$ cat src/rtl/switch_traversal_pkg.sv
// Shared constants and helpers for the switch-traversal stage (replaces global.v).
package switch_traversal_pkg;

    localparam int NUM_CHANNEL_DEF = 5;
    localparam int NUM_PORT_DEF    = 6;
    localparam int FLIT_W_DEF      = 64;
    localparam int SIDE_DEPTH_DEF  = 8;
    localparam int BYPASS_BIT      = 5;
    localparam int DROP_W          = 8;

    function automatic logic [DROP_W-1:0] sat_add_drop(input logic [DROP_W-1:0] a,
                                                       input logic [DROP_W-1:0] b);
        logic [DROP_W:0] sum;
        sum = {1'b0, a} + {1'b0, b};
        return sum[DROP_W] ? '1 : sum[DROP_W-1:0];
    endfunction

endpackage

$ cat src/rtl/switch_traversal_side_buffer.sv
// Multi-write (one port per channel), single-read FWFT side buffer for BYPASS flits
// with occupancy count, registered almost-full flag and saturating drop counter.
module side_buffer
    import switch_traversal_pkg::*;
#(
    parameter int NUM_CHANNEL = NUM_CHANNEL_DEF,
    parameter int FLIT_W      = FLIT_W_DEF,
    parameter int SIDE_DEPTH  = SIDE_DEPTH_DEF
) (
    input  logic                          clk,
    input  logic                          rst_n,
    input  logic [NUM_CHANNEL-1:0]        byp_valid_i,
    input  logic [NUM_CHANNEL*FLIT_W-1:0] byp_flit_i,
    input  logic                          rd_ready_i,
    output logic [FLIT_W-1:0]             rd_flit_o,
    output logic                          rd_valid_o,
    output logic                          almost_full_o,
    output logic [DROP_W-1:0]             drop_cnt_o
);

    localparam int AW = $clog2(SIDE_DEPTH);
    localparam int CW = AW + 1;
    localparam logic [CW-1:0] DEPTH_C  = CW'(SIDE_DEPTH);
    localparam logic [CW-1:0] AF_LIMIT = CW'(NUM_CHANNEL - 1);

    logic [FLIT_W-1:0]      mem_q [SIDE_DEPTH];
    logic [AW-1:0]          rd_ptr_q, rd_ptr_d;
    logic [AW-1:0]          wr_ptr_q, wr_ptr_d;
    logic [CW-1:0]          count_q, count_d;
    logic                   af_q, af_d;
    logic [DROP_W-1:0]      drop_q, drop_d;

    logic [CW-1:0]          free;
    logic [CW-1:0]          rank;
    logic [CW-1:0]          n_acc, n_drop;
    logic [NUM_CHANNEL-1:0] wr_en;
    logic [AW-1:0]          wr_addr [NUM_CHANNEL];
    logic                   deq;

    assign rd_valid_o    = (count_q != '0);
    assign rd_flit_o     = mem_q[rd_ptr_q];
    assign almost_full_o = af_q;
    assign drop_cnt_o    = drop_q;
    assign deq           = rd_valid_o && rd_ready_i;

    // Space is judged before this cycle's dequeue, so a full buffer drops even while draining.
    always_comb begin
        free   = DEPTH_C - count_q;
        rank   = '0;
        n_acc  = '0;
        n_drop = '0;
        wr_en  = '0;
        for (int unsigned i = 0; i < NUM_CHANNEL; i++) begin
            wr_addr[i] = '0;
            if (byp_valid_i[i]) begin
                if (rank < free) begin
                    wr_en[i]   = 1'b1;
                    wr_addr[i] = wr_ptr_q + rank[AW-1:0];
                    n_acc      = n_acc + CW'(1);
                end else begin
                    n_drop = n_drop + CW'(1);
                end
                rank = rank + CW'(1);
            end
        end
    end

    always_comb begin
        count_d  = count_q + n_acc - CW'(deq);
        wr_ptr_d = wr_ptr_q + n_acc[AW-1:0];
        rd_ptr_d = rd_ptr_q + AW'(deq);
        af_d     = (DEPTH_C - count_d) < AF_LIMIT;
        drop_d   = sat_add_drop(drop_q, DROP_W'(n_drop));
    end

    always_ff @(posedge clk or negedge rst_n) begin
        if (!rst_n) begin
            count_q  <= '0;
            rd_ptr_q <= '0;
            wr_ptr_q <= '0;
            af_q     <= 1'b0;
            drop_q   <= '0;
        end else begin
            count_q  <= count_d;
            rd_ptr_q <= rd_ptr_d;
            wr_ptr_q <= wr_ptr_d;
            af_q     <= af_d;
            drop_q   <= drop_d;
        end
    end

    always_ff @(posedge clk or negedge rst_n) begin
        if (!rst_n) begin
            for (int unsigned k = 0; k < SIDE_DEPTH; k++) begin
                mem_q[k] <= '0;
            end
        end else begin
            for (int unsigned i = 0; i < NUM_CHANNEL; i++) begin
                if (wr_en[i]) begin
                    mem_q[wr_addr[i]] <= byp_flit_i[i*FLIT_W +: FLIT_W];
                end
            end
        end
    end

endmodule

$ cat src/rtl/switch_traversal.sv
// Registered switch-traversal stage: crossbar onto output links plus BYPASS side buffer.
// Optional port-vector checking is compiled in with `define SWITCH_CHECK_EN.
module switch_traversal
    import switch_traversal_pkg::*;
#(
    parameter int NUM_CHANNEL = NUM_CHANNEL_DEF,
    parameter int NUM_PORT    = NUM_PORT_DEF,
    parameter int FLIT_W      = FLIT_W_DEF,
    parameter int SIDE_DEPTH  = SIDE_DEPTH_DEF
) (
    input  logic                           clk,
    input  logic                           reset,
    input  logic [NUM_CHANNEL*FLIT_W-1:0]  flitIn,
    input  logic [NUM_CHANNEL*NUM_PORT-1:0] PVIn,
    output logic [(NUM_PORT-1)*FLIT_W-1:0] flitOut,
    output logic [NUM_PORT-2:0]            validOut,
    output logic [FLIT_W-1:0]              sideFlit,
    output logic                           sideValid,
    input  logic                           sideReady,
    output logic                           sideAlmostFull,
    output logic [DROP_W-1:0]              dropCnt,
    output logic                           errFlag
);

    localparam int NUM_LINK = NUM_PORT - 1;

    logic [NUM_PORT-1:0]        pv_row [NUM_CHANNEL];
    logic [NUM_CHANNEL-1:0]     byp_valid;
    logic [NUM_LINK-1:0]        link_valid_d, link_valid_q;
    logic [NUM_LINK*FLIT_W-1:0] link_flit_d, link_flit_q;

    for (genvar g = 0; g < NUM_CHANNEL; g++) begin : g_row
        assign pv_row[g]    = PVIn[g*NUM_PORT +: NUM_PORT];
        assign byp_valid[g] = pv_row[g][BYPASS_BIT];
    end

    // Ascending scan with a "taken" test gives the lowest-index channel priority per link.
    always_comb begin
        link_valid_d = '0;
        link_flit_d  = '0;
        for (int unsigned p = 0; p < NUM_LINK; p++) begin
            for (int unsigned i = 0; i < NUM_CHANNEL; i++) begin
                if (pv_row[i][p] && !link_valid_d[p]) begin
                    link_valid_d[p]                = 1'b1;
                    link_flit_d[p*FLIT_W +: FLIT_W] = flitIn[i*FLIT_W +: FLIT_W];
                end
            end
        end
    end

    always_ff @(posedge clk or negedge reset) begin
        if (!reset) begin
            link_valid_q <= '0;
            link_flit_q  <= '0;
        end else begin
            link_valid_q <= link_valid_d;
            link_flit_q  <= link_flit_d;
        end
    end

    assign validOut = link_valid_q;
    assign flitOut  = link_flit_q;

    side_buffer #(
        .NUM_CHANNEL (NUM_CHANNEL),
        .FLIT_W      (FLIT_W),
        .SIDE_DEPTH  (SIDE_DEPTH)
    ) u_side_buffer (
        .clk           (clk),
        .rst_n         (reset),
        .byp_valid_i   (byp_valid),
        .byp_flit_i    (flitIn),
        .rd_ready_i    (sideReady),
        .rd_flit_o     (sideFlit),
        .rd_valid_o    (sideValid),
        .almost_full_o (sideAlmostFull),
        .drop_cnt_o    (dropCnt)
    );

`ifdef SWITCH_CHECK_EN
    logic                err_q, err_d;
    logic [NUM_LINK-1:0] claimed;

    always_comb begin
        err_d   = err_q;
        claimed = '0;
        for (int unsigned i = 0; i < NUM_CHANNEL; i++) begin
            if ((pv_row[i] & (pv_row[i] - NUM_PORT'(1))) != '0) begin
                err_d = 1'b1;
            end
            if ((claimed & pv_row[i][NUM_LINK-1:0]) != '0) begin
                err_d = 1'b1;
            end
            claimed = claimed | pv_row[i][NUM_LINK-1:0];
        end
    end

    always_ff @(posedge clk or negedge reset) begin
        if (!reset) begin
            err_q <= 1'b0;
        end else begin
            err_q <= err_d;
        end
    end

    assign errFlag = err_q;
`else
    assign errFlag = 1'b0;
`endif

endmodule
$ cat config.mk
export PLATFORM = sky130hd
export DESIGN_NAME = switch_traversal
export DESIGN_NICKNAME = d
export VERILOG_FILES = /design/src/rtl/switch_traversal_pkg.sv /design/src/rtl/switch_traversal_side_buffer.sv /design/src/rtl/switch_traversal.sv
export SDC_FILE = /design/constraint.sdc
export NUM_CORES = 2
export LEC_CHECK = 0
export CELL_PAD_IN_SITES_DETAIL_PLACEMENT = 2
export CELL_PAD_IN_SITES_GLOBAL_PLACEMENT = 2
export CORE_ASPECT_RATIO = 1.1
export CORE_MARGIN = 5
export CORE_UTILIZATION = 33
export DETAILED_ROUTE_END_ITERATION = 10
export PLACE_DENSITY_LB_ADDON = 0.12
export SLEW_MARGIN = 10
export SYNTH_ARGS = -nofsm -noshare
export SYNTH_HDL_FRONTEND = slang
export SYNTH_SLANG_ARGS = --single-unit
export TNS_END_PERCENT = 10
$ cat constraint.sdc
create_clock -name clk -period 6.4 [get_ports clk]
set_input_delay 1.6 -clock clk [delete_from_list [all_inputs] [get_ports clk]]
set_output_delay 1.6 -clock clk [all_outputs]
set_load 0.05 [all_outputs]
### Word-level counts from Yosys, hierarchy flattened

Cells that the tools add are included.

| operators by class | value |
|---|---|
| magnitude comparators | 17 |
| $add $sub $neg | 22 |
| multiplexer cells | 118 |
| bitwise gates (word level) | 6 |
| reduce and logical (&&, ||, !) cells | 47 |

Operators by type and width:

| operator | count |
|---|---|
| $bwmux W512 | 5 |
| $mux W512 | 5 |
| $mux W64 | 32 |
| $demux W64 S3 | 5 |
| $bmux W64 S3 | 1 |
| $mux W4 | 20 |
| $mux W1 | 39 |
| $add A4 B1 Y4 const B | 9 |
| $mux W3 | 10 |
| $logic_and A1 B1 Y1 | 26 |
| $ge A4 B4 Y1 const B | 6 |
| $not A3 Y4 | 6 |
| $logic_not A1 Y1 | 20 |
| $lt A4 B1 Y1 const B | 5 |
| $add A3 B3 Y3 | 4 |
| $lt A4 B4 Y1 | 3 |
| $add A8 B4 Y9 | 1 |
| $mux W8 | 1 |
| $sub A4 B4 Y4 const A | 2 |
| $add A3 B1 Y3 | 2 |
| $add A1 B1 Y2 const B | 2 |
| $add A4 B4 Y4 | 1 |
| $lt A1 B4 Y1 | 1 |
| $lt A1 B4 Y1 const A | 1 |
| 3 further kinds | 3 |

| word-level totals | value |
|---|---|
| logic and storage cells | 225 |
| input bits | 353 |
| output and inout bits | 400 |
| bits in registers | 856 |

### Logic depth before layout (Yosys ltp)

| depth | value |
|---|---|
| depth after elaboration | 20 |
| depth in mapped cells | 26 |
| mapped depth without buffers | 25 |

### Modules after synthesis

A second synthesis with hierarchy kept.

| second synthesis, totals | value |
|---|---|
| cell total of the unflattened synthesis | 8065 |
| area total of the unflattened synthesis | 68450.6 um2 |

By module, submodules not included:

| module | times used | sequential area each (um2) | cells an instance | area each (um2) |
|---|---|---|---|---|
| side_buffer | 1 | 13287.7 | 5739 | 45392.3 |
| switch_traversal | 1 | 8132.8 | 2326 | 23058.4 |

### Worst setup path before layout

No wires, ideal clock.

| path | value |
|---|---|
| kind | input to register |
| from | input port PVIn[11] |
| to | register u_side_buffer.af_q, in the netlist u_side_buffer.almost_full_o |
| buffers on the path | 2 |
| stages on the path | 25 |
| setup slack | -24 ps |
| data required time | 6261 ps |
| arrival time | 6285 ps |
| setup time | 139 ps |
| path through | clkbuf_1 > inv_1 > ha_1 > nand3_1 > inv_1 > ha_1 > or3b_2 > o22ai_1 > o21a_1 > buf_2 > mux2_2 > ha_1 > nand2_1 > nand2_1 > inv_1 > ha_1 > inv_1 > ha_1 > a21o_1 > a21oi_1 > xnor2_1 > nor2_1 > nand4_1 > o21ai_1 > or4_1 |

| on the way | value |
|---|---|
| word-level cells in the longest chain between the ends | 14 |
| elaborated cells between the ends (all ways) | 22 |
| those cells by class | add/sub (8); order compare (4); mux (10) |

RTL lines:

| element | line | RTL |
|---|---|---|
| start: declaration | switch_traversal.sv:14 | `input logic [NUM_CHANNEL*NUM_PORT-1:0] PVIn,` |
| $mux W4 | switch_traversal_side_buffer.sv:55 | `if (byp_valid_i[i]) begin` |
| $add A4 B1 Y4 or $lt A4 B4 Y1 (tied branches) | switch_traversal_side_buffer.sv:59, switch_traversal_side_buffer.sv:56 |  |
| $mux W4 | switch_traversal_side_buffer.sv:56 | `if (rank < free) begin` |
| $mux W4 | switch_traversal_side_buffer.sv:55 |  |
| $add A4 B1 Y4 | switch_traversal_side_buffer.sv:59 | `n_acc = n_acc + CW'(1);` |
| $mux W4 | switch_traversal_side_buffer.sv:56 |  |
| $mux W4 | switch_traversal_side_buffer.sv:55 |  |
| $add A4 B1 Y4 | switch_traversal_side_buffer.sv:59 |  |
| $mux W4 | switch_traversal_side_buffer.sv:56 |  |
| $mux W4 (*) | switch_traversal_side_buffer.sv:55 |  |
| $add A4 B4 Y4 (*) | switch_traversal_side_buffer.sv:69 | `count_d = count_q + n_acc - CW'(deq);` |
| $sub A4 B1 Y4 (*) | switch_traversal_side_buffer.sv:69 |  |
| $sub A4 B4 Y4 (*) | switch_traversal_side_buffer.sv:72 | `af_d = (DEPTH_C - count_d) < AF_LIMIT;` |
| $lt A4 B3 Y1 (*) | switch_traversal_side_buffer.sv:72 |  |
| named net u_side_buffer.af_d | switch_traversal_side_buffer.sv:30 | `logic af_q, af_d;` |
| end signal: assignment | switch_traversal_side_buffer.sv:81 | `af_q <= 1'b0;` |
| end signal: assignment | switch_traversal_side_buffer.sv:87 | `af_q <= af_d;` |
| end: declaration | switch_traversal_side_buffer.sv:30 |  |

Mark *: on every way through the listed nets, which the timed path passes. The rest lies on a longest branch.

### Worst setup path after layout

| path | value |
|---|---|
| from | input port PVIn[5] |
| to | register u_side_buffer.af_q, in the netlist u_side_buffer.almost_full_o |

| on the way | value |
|---|---|
| word-level cells in the longest chain between the ends | 17 |
| elaborated cells between the ends (all ways) | 28 |
| those cells by class | add/sub (10); order compare (5); mux (13) |

RTL lines:

| element | line |
|---|---|
| $mux W1 | switch_traversal_side_buffer.sv:55 |
| $lt A1 B4 Y1 or $add A1 B1 Y2 (tied branches) | switch_traversal_side_buffer.sv:56, switch_traversal_side_buffer.sv:59 |
| $mux W4 | switch_traversal_side_buffer.sv:56 |
| $mux W4 | switch_traversal_side_buffer.sv:55 |
| $add A4 B1 Y4 | switch_traversal_side_buffer.sv:59 |
| $mux W4 | switch_traversal_side_buffer.sv:56 |
| $mux W4 | switch_traversal_side_buffer.sv:55 |
| $add A4 B1 Y4 | switch_traversal_side_buffer.sv:59 |
| [... 2 more ...] | -- |
| $add A4 B1 Y4 | switch_traversal_side_buffer.sv:59 |
| $mux W4 | switch_traversal_side_buffer.sv:56 |
| $mux W4 (*) | switch_traversal_side_buffer.sv:55 |
| $add A4 B4 Y4 (*) | switch_traversal_side_buffer.sv:69 |
| $sub A4 B1 Y4 (*) | switch_traversal_side_buffer.sv:69 |
| $sub A4 B4 Y4 (*) | switch_traversal_side_buffer.sv:72 |
| $lt A4 B3 Y1 (*) | switch_traversal_side_buffer.sv:72 |
| named net u_side_buffer.af_d | switch_traversal_side_buffer.sv:30 |

Marks and branches as above.

==> results by group <==
Logic synthesis
  • Syn_area_per_cell: 7.33 µm²
  • Primary FF master, synth: dfrtp_1
  • Yosys reg bits: 856
  • Register area share after synthesis: 33.7%
  • Post-synth design cell area: 63600 µm²
  • Synth area leaders: dfrtp_1, nand2_1, o21ai_0
  • Count leader, synth: nand2_1
  • Post-synth top area share: 33.7%
  • Post-synth ARST share: 100%
  • Yosys warns: 0
  • Post-synth top area cell: dfrtp_1
  • Cells after Synth: 8669
  • Number of synthesized flops with an enable pin: 0
  • Synth cell types: 59
  • Commonest cells in the netlist: nand2_1, o21ai_0, clkbuf_1, nor2_1, dfrtp_1

Drt
  • Post-DR wirelength/cell: 37.4 µm
  • DRT iter0 DRCs: 8154
  • DRC viols: 0
  • Antenna-violating nets left: 0
  • DRT Pass-1 Iters: 8
  • Detailed-route vias per instance: 6.94
  • Total wire length: 423000 µm
  • Total via count in the routed design: 78391

Place
  • Placed insts: 11073
  • Port Buf Inserts: 751
  • Placed inst area: 73000 µm²
  • Post-place setup slack: -0.420 ns
  • Hpwl dp: 259000 µm
  • Placer Congestion: 0.884

CTS
  • Clock sink count: 856
  • Hold-fix buffers, CTS: 0
  • H-tree level count: 3
  • Clock Root Buffer: clkbuf_16
  • CTS buffer count: 114
  • Clock transition at path regs: 0.06 ns
  • Setup bufs post-CTS: 0
  • Max Root-Sink Buffers: 3
  • # resized after CTS: 0
  • Clk Latency, worst-skew pair: 0.78 ns
  • TritonCTS clock tree: done

Worst setup path
  • Crit Path Class: in2reg
  • Crit Path Max Fanout: 4
  • CP Capture Type: register
  • Data arrival, critical path: 6.75 ns
  • Required @ worst endpoint: 7.05 ns
  • CP startpoint kind: input pin

GRT
  • Grt peak-use layer: met2
  • Met1 GRT Util: 50.2%
  • Initial antenna violation count: 31
  • Vias in the first global route: 83538
  • Largest net degree at the start of global routing: 129
  • First-pass GRT wire length: 605000 µm
  • GRT overflow: 0
  • GRT Util Overall: 40.1%
  • M3 GR Usage: 9.69%
  • Met2 Track Usage GR: 63.1%

Floorplan
  • Starting density of the core: 33.1%
  • FP Rows: 169
  • Area of the core: 192000 µm²
  • Die Y: 470 µm
  • Die area: 202000 µm²
  • Die X: 429 µm
  • Io pins: 753

Power and ir drop
  • Peak VDD IR: 0.371 mV
  • Clock share of power: 16.4%
  • Int Pwr: 22.5 mW
  • Gate power share: 63.0%
  • Leakage: 31.0 nW
  • NetSw: 22.3 mW
  • Switching Share: 49.8%
  • Reg power frac: 20.6%
  • PwrDens: 581 nW/µm²

STA
  • Worst-Margin Slew: 1.38 ns
  • Final setup margin: 0.299 ns
  • Unrepaired setup endpoints after global routing: no
  • Min cycle time layout: 6.10 ns
  • Slew Viols, Final: 0
  • Rel. slew slack: 8.18%
  • Hold Violations, Final: 0
  • Final setup violating endpoints: 0
  • Final period util: 95.3%
  • Layout Skew: 0.0254 ns
  • Fmax: 164 MHz

Finish
  • Layout cell share with drive strength beyond 1: 8.52%
  • Design area: 77200 µm²
  • Synthesis-to-layout area growth: 21.4%
  • Finished Layout Cells: 11301
  • Multi-input logic area: 37800 µm²
  • Register cell area after layout: 21400 µm²
  • Fillers: 21598
  • Net count, final: 9020

Run
  • Max_cap viols: 0

Min path
  • HP Class: reg2reg

Outcome
  • Status: finished, final reports clean
==> per-layer routing <==
metal | vias to the layer above | wire [µm] | share of wire [%]
met4 | 14 | 26000 | 6.2
met2 | 4982 | 189000 | 45
met3 | 1579 | 40900 | 9.7
met5 | - | 86 | 0.020
met1 | 41046 | 167000 | 40
li1 | 30770 | - | -
==> final cells by class <==
class / instances / area share [%]
clock buffer: 164 / 4.41
antenna: 19 / 0.0616
multi-input combinational: 6625 / 49.0
timing repair buffer: 1000 / 13.5
inverter: 27 / 0.131
sequential: 856 / 27.8
tap: 2565 / 4.16
clock inverter: 45 / 0.949
==> worst paths after layout <==
path                            slack, ns                                    end                                   from  cells after the start
worst max-delay path                 0.30  u_side_buffer.almost_full_o$_DFF_PN0_                                PVIn[5]                     24
worst min-delay path                 0.58  u_side_buffer.drop_cnt_o[6]$_DFF_PN0_  u_side_buffer.drop_cnt_o[6]$_DFF_PN0_                      2
worst max register to register       0.45  u_side_buffer.almost_full_o$_DFF_PN0_     u_side_buffer.count_q[1]$_DFF_PN0_                     25
worst min register to register       0.58  u_side_buffer.drop_cnt_o[6]$_DFF_PN0_  u_side_buffer.drop_cnt_o[6]$_DFF_PN0_                      2
max in group asynchronous            4.20                  flitOut[87]$_DFF_PN0_                                  reset                      2
min in group asynchronous            0.86                   flitOut[7]$_DFF_PN0_                                  reset                      1
==> power groups by stage <==
stage | registers, mW | logic (mW) | clock network [mW]
after floorplan | 9.16 | 16.9 | 0
after global placement | 9.09 | 26.2 | 0
after detailed placement | 9.16 | 27.4 | 0
after CTS | 9.11 | 27.6 | 7.43
after global routing | 9.30 | 29.6 | 7.64
final | 9.23 | 28.2 | 7.36
==> cell usage in the layout, fill, tap and decap left out, types with 9 or more instances in the layout <==
cell                n
buf_12             83
nor4b_2             9
nor2_1            912
nand2b_1           13
inv_1              27
o21ai_0          1228
nand2_4             9
nor2b_1            11
diode_2            19
xnor2_1            16
dfrtp_1           852
xor2_1             16
nand2_1          1878
a22o_1            256
a211oi_2           10
a31oi_1           192
o211ai_1          256
o21ai_1           254
clkinv_2           19
mux2_2             71
clkbuf_1           18
buf_4             181
a21oi_1           584
a211oi_1          183
a221o_1           320
clkdlybuf4s50_1   735
ha_1               37
clkbuf_16         118
bufinv_16          19
o22ai_1            67
a311oi_1           64
mux4_2            128
clkbuf_8           28
==> critical path, cell delays in order <==
cell             delay (ns)
clkdlybuf4s50_1        0.49
inv_1                  0.08
a21oi_1                0.23
nand2_1                0.11
ha_1                   0.28
mux2_2                 0.28
ha_1                   0.30
mux2_2                 0.28
ha_1                   0.32
mux2_2                 0.29
ha_1                   0.28
nand2_1                0.05
nand2_1                0.09
inv_1                  0.05
ha_1                   0.29
inv_1                  0.06
ha_1                   0.28
a21o_1                 0.18
a21oi_1                0.18
xnor2_1                0.12
buf_4                  0.16
nand4_1                0.13
o21ai_1                0.09
or4_1                  0.53
==> cell families after synthesis <==
group,after synthesis,share of synthesized area (%)
DFF,856,33.7
xor gates and xnor gates,33,0.466
muxes,203,5.85
other,1,0.00590
adders and majority gates,43,0.917
AOI/OAI and AO/OA,3428,33.9
and+or+nand+nor,2916,17.9
buffers and inverters,1189,7.34
==> metrics by stage <==
| step | util (%) | setup TNS, ns | power, mW | hold WS, ns |
|---|---|---|---|---|
| finish | 40.1 | 0 | 44.8 | 0.582 |
| floorplan | - | 0 | 26.1 | 0.497 |
| global route | 40.1 | 0 | 46.5 | 0.618 |
| CTS | 40.1 | 0 | 44.2 | 0.588 |
| global placement | 38.0 | -0.328 | 35.3 | 0.547 |
| detailed placement | 38.0 | -0.420 | 36.6 | 0.579 |
==> registers in the layout (all words and copies together) (netlist names) <==
name,count
u_side_buffer.drop_cnt_o,8
u_side_buffer.wr_ptr_q,3
u_side_buffer.almost_full_o,1
validOut,5
u_side_buffer.mem_q,512
u_side_buffer.rd_ptr_q,3
flitOut,320
u_side_buffer.count_q,4
Note: power is estimated with default switching activity, not from simulation.
